File: src/rtl/pulse_gen_pkg.sv
// -----------------------------------------------------------------------------
// pulse_gen_pkg
// Shared types and defaults for the pulse train generator.
//   pg_state_t        : controller state (IDLE, HIGH, LOW)
//   PG_CNT_W_DEFAULT  : default width of length / count fields
// -----------------------------------------------------------------------------
package pulse_gen_pkg;

    typedef enum logic [1:0] {
        IDLE = 2'd0,
        HIGH = 2'd1,
        LOW  = 2'd2
    } pg_state_t;

    localparam int PG_CNT_W_DEFAULT = 8;

endpackage

File: src/rtl/pulse_train_gen_phase_counter.sv
// -----------------------------------------------------------------------------
// phase_counter
// Down-counter timing one HIGH or LOW phase. Loaded with the phase length at
// phase entry, counts down to 1; 'expired' marks the last cycle of the phase.
// Ports:
//   clk        : clock, posedge
//   reset      : synchronous reset, active low
//   load       : load load_value (takes priority over enable)
//   load_value : phase length, must be >= 1
//   enable     : count down while a phase is running
//   expired    : current cycle is the final cycle of the phase
// -----------------------------------------------------------------------------
module phase_counter
    import pulse_gen_pkg::*;
#(
    parameter int W = PG_CNT_W_DEFAULT
) (
    input  logic         clk,
    input  logic         reset,
    input  logic         load,
    input  logic [W-1:0] load_value,
    input  logic         enable,
    output logic         expired
);

    logic [W-1:0] count_reg;

    always_ff @(posedge clk) begin
        if (!reset) begin
            count_reg <= '0;
        end else if (load) begin
            count_reg <= load_value;
        end else if (enable && (count_reg != '0)) begin
            count_reg <= count_reg - W'(1);
        end
    end

    assign expired = (count_reg == W'(1));

endmodule

File: src/rtl/pulse_train_gen.sv
// -----------------------------------------------------------------------------
// pulse_train_gen
// On an accepted start, emits NUM pulses on wave_o, each HIGH for H cycles then
// LOW for L cycles. Zero lengths are clamped to 1. Reports busy, a one-cycle
// done on normal completion, and the number of rising edges emitted.
// Ports:
//   clk          : clock, posedge
//   reset        : synchronous reset, active low
//   start_i      : one-cycle train request, only honoured in IDLE
//   high_len_i   : H, latched on accepted start
//   low_len_i    : L, latched on accepted start
//   num_pulses_i : NUM, latched on accepted start
//   abort_i      : cancel an active train (no done)
//   wave_o       : registered waveform
//   busy_o       : train in progress
//   done_o       : one-cycle pulse in the first IDLE cycle after a train
//   edge_cnt_o   : rising edges emitted in the current or last train
// -----------------------------------------------------------------------------
module pulse_train_gen
    import pulse_gen_pkg::*;
#(
    parameter int CNT_W = PG_CNT_W_DEFAULT
) (
    input  logic             clk,
    input  logic             reset,
    input  logic             start_i,
    input  logic [CNT_W-1:0] high_len_i,
    input  logic [CNT_W-1:0] low_len_i,
    input  logic [CNT_W-1:0] num_pulses_i,
    input  logic             abort_i,
    output logic             wave_o,
    output logic             busy_o,
    output logic             done_o,
    output logic [CNT_W-1:0] edge_cnt_o
);

    localparam logic [CNT_W-1:0] ONE = CNT_W'(1);

    pg_state_t        state_reg, state_next;
    logic [CNT_W-1:0] high_reg, high_next;
    logic [CNT_W-1:0] low_reg, low_next;
    logic [CNT_W-1:0] remain_reg, remain_next;   // pulses still to start after the current one
    logic [CNT_W-1:0] edge_reg, edge_next;
    logic             wave_reg, wave_next;
    logic             done_reg, done_next;

    logic             phase_load;
    logic [CNT_W-1:0] phase_value;
    logic             phase_expired;
    logic [CNT_W-1:0] high_clamped, low_clamped;

    assign high_clamped = (high_len_i == '0) ? ONE : high_len_i;
    assign low_clamped  = (low_len_i  == '0) ? ONE : low_len_i;

    phase_counter #(.W(CNT_W)) u_phase (
        .clk        (clk),
        .reset      (reset),
        .load       (phase_load),
        .load_value (phase_value),
        .enable     (state_reg != IDLE),
        .expired    (phase_expired)
    );

    always_ff @(posedge clk) begin
        if (!reset) begin
            state_reg  <= IDLE;
            high_reg   <= '0;
            low_reg    <= '0;
            remain_reg <= '0;
            edge_reg   <= '0;
            wave_reg   <= 1'b0;
            done_reg   <= 1'b0;
        end else begin
            state_reg  <= state_next;
            high_reg   <= high_next;
            low_reg    <= low_next;
            remain_reg <= remain_next;
            edge_reg   <= edge_next;
            wave_reg   <= wave_next;
            done_reg   <= done_next;
        end
    end

    always_comb begin
        state_next  = state_reg;
        high_next   = high_reg;
        low_next    = low_reg;
        remain_next = remain_reg;
        edge_next   = edge_reg;
        done_next   = 1'b0;
        phase_load  = 1'b0;
        phase_value = high_reg;

        case (state_reg)
            IDLE: begin
                if (start_i) begin
                    high_next = high_clamped;
                    low_next  = low_clamped;
                    if (num_pulses_i != '0) begin
                        state_next  = HIGH;
                        remain_next = num_pulses_i - ONE;
                        edge_next   = ONE;
                        phase_load  = 1'b1;
                        phase_value = high_clamped;
                    end else begin
                        // Empty train: report completion without going busy.
                        remain_next = '0;
                        edge_next   = '0;
                        done_next   = 1'b1;
                    end
                end
            end
            HIGH: begin
                if (abort_i) begin
                    state_next = IDLE;
                end else if (phase_expired) begin
                    state_next  = LOW;
                    phase_load  = 1'b1;
                    phase_value = low_reg;
                end
            end
            LOW: begin
                // Abort wins over completion, so an abort in the last LOW
                // cycle suppresses done.
                if (abort_i) begin
                    state_next = IDLE;
                end else if (phase_expired) begin
                    if (remain_reg != '0) begin
                        state_next  = HIGH;
                        remain_next = remain_reg - ONE;
                        edge_next   = edge_reg + ONE;
                        phase_load  = 1'b1;
                        phase_value = high_reg;
                    end else begin
                        state_next = IDLE;
                        done_next  = 1'b1;
                    end
                end
            end
            default: begin
                state_next = IDLE;
            end
        endcase

        // The waveform is registered straight from the next state, so every
        // transition is a single clean flop edge.
        wave_next = (state_next == HIGH);
    end

    assign wave_o     = wave_reg;
    assign busy_o     = (state_reg != IDLE);
    assign done_o     = done_reg;
    assign edge_cnt_o = edge_reg;

endmodule
File: config.mk
export PLATFORM = sky130hd
export DESIGN_NAME = pulse_train_gen
export DESIGN_NICKNAME = d
export VERILOG_FILES = /design/src/rtl/pulse_gen_pkg.sv /design/src/rtl/pulse_train_gen_phase_counter.sv /design/src/rtl/pulse_train_gen.sv
export SDC_FILE = /design/constraint.sdc
export NUM_CORES = 1
export LEC_CHECK = 0
export ABC_CLOCK_PERIOD_IN_PS = 5700
export CAP_MARGIN = 20
export CORE_MARGIN = 5
export CORE_UTILIZATION = 55
export CTS_BUF_LIST = sky130_fd_sc_hd__clkbuf_8
export DETAILED_ROUTE_END_ITERATION = 8
export PLACE_DENSITY_LB_ADDON = 0.12
export SETUP_SLACK_MARGIN = 0.3
export SLEW_MARGIN = 5
export SYNTH_ARGS = -nofsm -noshare
export SYNTH_HDL_FRONTEND = slang
export SYNTH_SLANG_ARGS = --single-unit
File: constraint.sdc
create_clock -name clk -period 5.7 [get_ports clk]
set_clock_uncertainty 0.15 [all_clocks]
set_input_delay 0.57 -clock clk [delete_from_list [all_inputs] [get_ports clk]]
set_output_delay 0.57 -clock clk [all_outputs]
set_load 0.02 [all_outputs]
==> qor.txt <==
outcome: complete, no violations
vias in the first global route: 2212
Max Clk Rate: 327 MHz
post-detail-place hpwl: 4.46 mm
Largest delay share family, worst path: simple AND/OR/NAND/NOR gates
Setup TNS: 0 ns
Netlist cell types: 55
critical-path cell list: clkdlybuf4s50_1, inv_1, ha_1, nor4b_1, a21oi_1, nor2_1, a21oi_1, a221oi_1
Mapped Nets: 351
Worst-Skew Late Latency: 0.30 ns
largest net degree at the start of global routing: 33
Slew HR: 0.324
Top cell by count, worst path: a21oi_1
final hold viol count: 0
Clock Tree Buf Depth: 2
Non-Filler Instances: 400
Post-synth EDFFs: 0
synthesized instance count: 318
vias: 2473
Post-Route WL: 6.07 mm
YS warnings: 0
nets: 380
setup ws final: 2.64 ns
post-synthesis async set-or-reset flop share: 0
share of post-route cells with drive strength above 1: 0.0517
IO buf count: 38
GRT Total Usage: 0.203
Worst Setup Path Type: in -> reg
antenna viol nets, final: 0
# diodes: 0
final number of setup-violating endpoints: 0
# rows: 24
clock tree from TritonCTS: done
DP Cell Count: 392
Chip Width: 76.8 µm
Initial DRT Pass Iterations: 5
core outline area: 0.00435 mm²
post-CTS sizing: 0
Critical Path Max Stage Delay: 0.64 ns
Slew Viols, Final: 0
clk sinks: 44
HP Class: reg -> reg
synth-to-layout area growth: 19.1%
setup bufs post-CTS: 0
Slowest-stage cell, CP: nor4b_1
maximum resistive drop on vdd: 0.147 mV
first-pass GRT wire length: 10.1 mm
Worst Tran Pin Value: 1.01 ns
Setup WS pre-CTS: 2.45 ns
Top Ports: 39
Die ar.: 0.00590 mm²
Final Cycle Share: 0.536
Iteration-0 DRC Markers: 227
register area share after synthesis: 0.359
residual overflow from global routing: 0
Die Height: 76.8 µm
Req. time, crit path: 5.73 ns
H-Tree Depth: 2
PwrDens: 239 mW/mm²
Initial Util: 0.564
RSZ-0062 raised after global routing: false
CTS root buf: clkbuf_8
Mapped Avg Cell Area: 7.72 µm²
CTS buffer count: 5
LEAKAGE: 1.01 nW
crit path DAT: 3.09 ns
Vias/cell: 6.18
GPL Wtd Cong: 0.935
#FFs+latches synth: 44
DRC viols: 0
final period demand of the worst path: 3.06 ns
Worst-path clk slew: 0.08 ns
antenna violations before repair: 0
critical path peak fanout: 6
Critical Path Sink Type: flop
WL/cell: 15.2 µm
Synth Flop Type: dfxtp_1
Bufs and invs on worst path: 2
hold_buf cts: 0
CP Launch Type: primary input
max-cap violations: 0
mapped cell area: 0.00245 mm²
-- layer usage --
metal | up-vias | GRT usage | wire length, µm
met4 | 0 | 0.0734 | 126
met5 | - | 0 | 0
met3 | 14 | 0.0422 | 437
met2 | 96 | 0.305 | 2630
li1 | 1220 | - | -
met1 | 1143 | 0.287 | 2880
-- layout make-up --
| class | instances | area (µm²) |
|---|---|---|
| multi-input cells | 246 | 1460 |
| fillers | 377 | 1430 |
| flip-flops and latches | 44 | 881 |
| repair buffers | 39 | 388 |
| clock buffers | 6 | 82.6 |
| well taps | 52 | 65.1 |
| inverters | 11 | 41.3 |
| clock inverters | 2 | 10.0 |
-- cell usage after synthesis, types with 4 or more instances --
| master | count | area share |
|---|---|---|
| nand2_1 | 45 | 0.069 |
| dfxtp_1 | 44 | 0.36 |
| a21oi_1 | 42 | 0.086 |
| nor2_1 | 22 | 0.034 |
| o21ai_0 | 17 | 0.035 |
| clkbuf_1 | 13 | 0.020 |
| nor3_1 | 13 | 0.027 |
| inv_1 | 11 | 0.017 |
| nand3_1 | 10 | 0.020 |
| or3_1 | 9 | 0.023 |
| a221oi_1 | 5 | 0.018 |
| ha_1 | 5 | 0.025 |
| xnor2_1 | 5 | 0.018 |
| a211oi_1 | 4 | 0.012 |
| a31oi_1 | 4 | 0.010 |
| o22ai_1 | 4 | 0.010 |
-- cell usage in the layout, fill, tap and decap left out, types with 3 or more instances in the layout --
cell type,n
clkdlybuf4s50_1,38
inv_1,11
nor4_1,3
o32ai_1,3
nand3_1,10
nand2_1,45
or3_1,9
a211oi_1,4
clkbuf_8,6
xnor2_1,5
or4b_1,3
o22ai_1,4
o31ai_1,3
a31oi_1,4
nor3_1,13
o21ai_1,3
o21ai_0,17
nor2b_1,3
a221oi_1,5
nor2_1,22
a22oi_1,3
ha_1,5
dfxtp_1,44
a21oi_1,42
xor2_1,3
-- power by group --
group / internal [mW] / total (mW) / switching (mW)
clock: 0.0968 / 0.201 / 0.105
sequential: 0.327 / 0.346 / 0.0189
combinational: 0.0675 / 0.152 / 0.0848
-- worst reg2reg max path, stage by stage, from the launching register on --
cell and delay (ns):
dfxtp_1 0.34, inv_1 0.08, ha_1 0.18, or4b_1 0.59
o21a_1 0.30, a21oi_4 0.49, o21ai_0 0.18, a21oi_1 0.17
-- cells by family (layout without fill, tap and decap cells) --
family                     Yosys count  count (layout)  share of synthesized area
and+or+nand+nor                    124             124                      0.253
AOI/OAI and AO/OA                  106             106                      0.272
DFF                                 44              44                      0.359
buffers and inverters               28              58                     0.0500
xor gates and xnor gates             8               8                     0.0285
adders and majority gates            5               5                     0.0255
muxes                                3               3                     0.0127
-- worst paths after layout --
path / from / slack (ns) / end / cells past startpoint
worst max-delay path: num_pulses_i[0] / 2.64 / u_phase.count_reg[5] / 8
worst min-delay path: high_reg[2] / 0.31 / high_reg[2] / 2
worst max register to register: remain_reg[0] / 3.12 / remain_reg[2] / 7
worst min register to register: high_reg[2] / 0.31 / high_reg[2] / 2
-- metrics by stage --
| step | hold WS, ns | cell area, µm² | util | total power, mW |
|---|---|---|---|---|
| 2_1_floorplan | 0.286 | 2450 | - | 0.452 |
| 3_3_place_gp | 0.295 | 2830 | 0.650 | 0.500 |
| 3_5_place_dp | 0.300 | 2830 | 0.650 | 0.503 |
| 4_1_cts | 0.311 | 2920 | 0.672 | 0.700 |
| 5_1_grt | 0.330 | 2920 | 0.672 | 0.738 |
| 6_report | 0.311 | 2920 | 0.672 | 0.700 |
No activity file was read; power rests on OpenSTA's default activity.
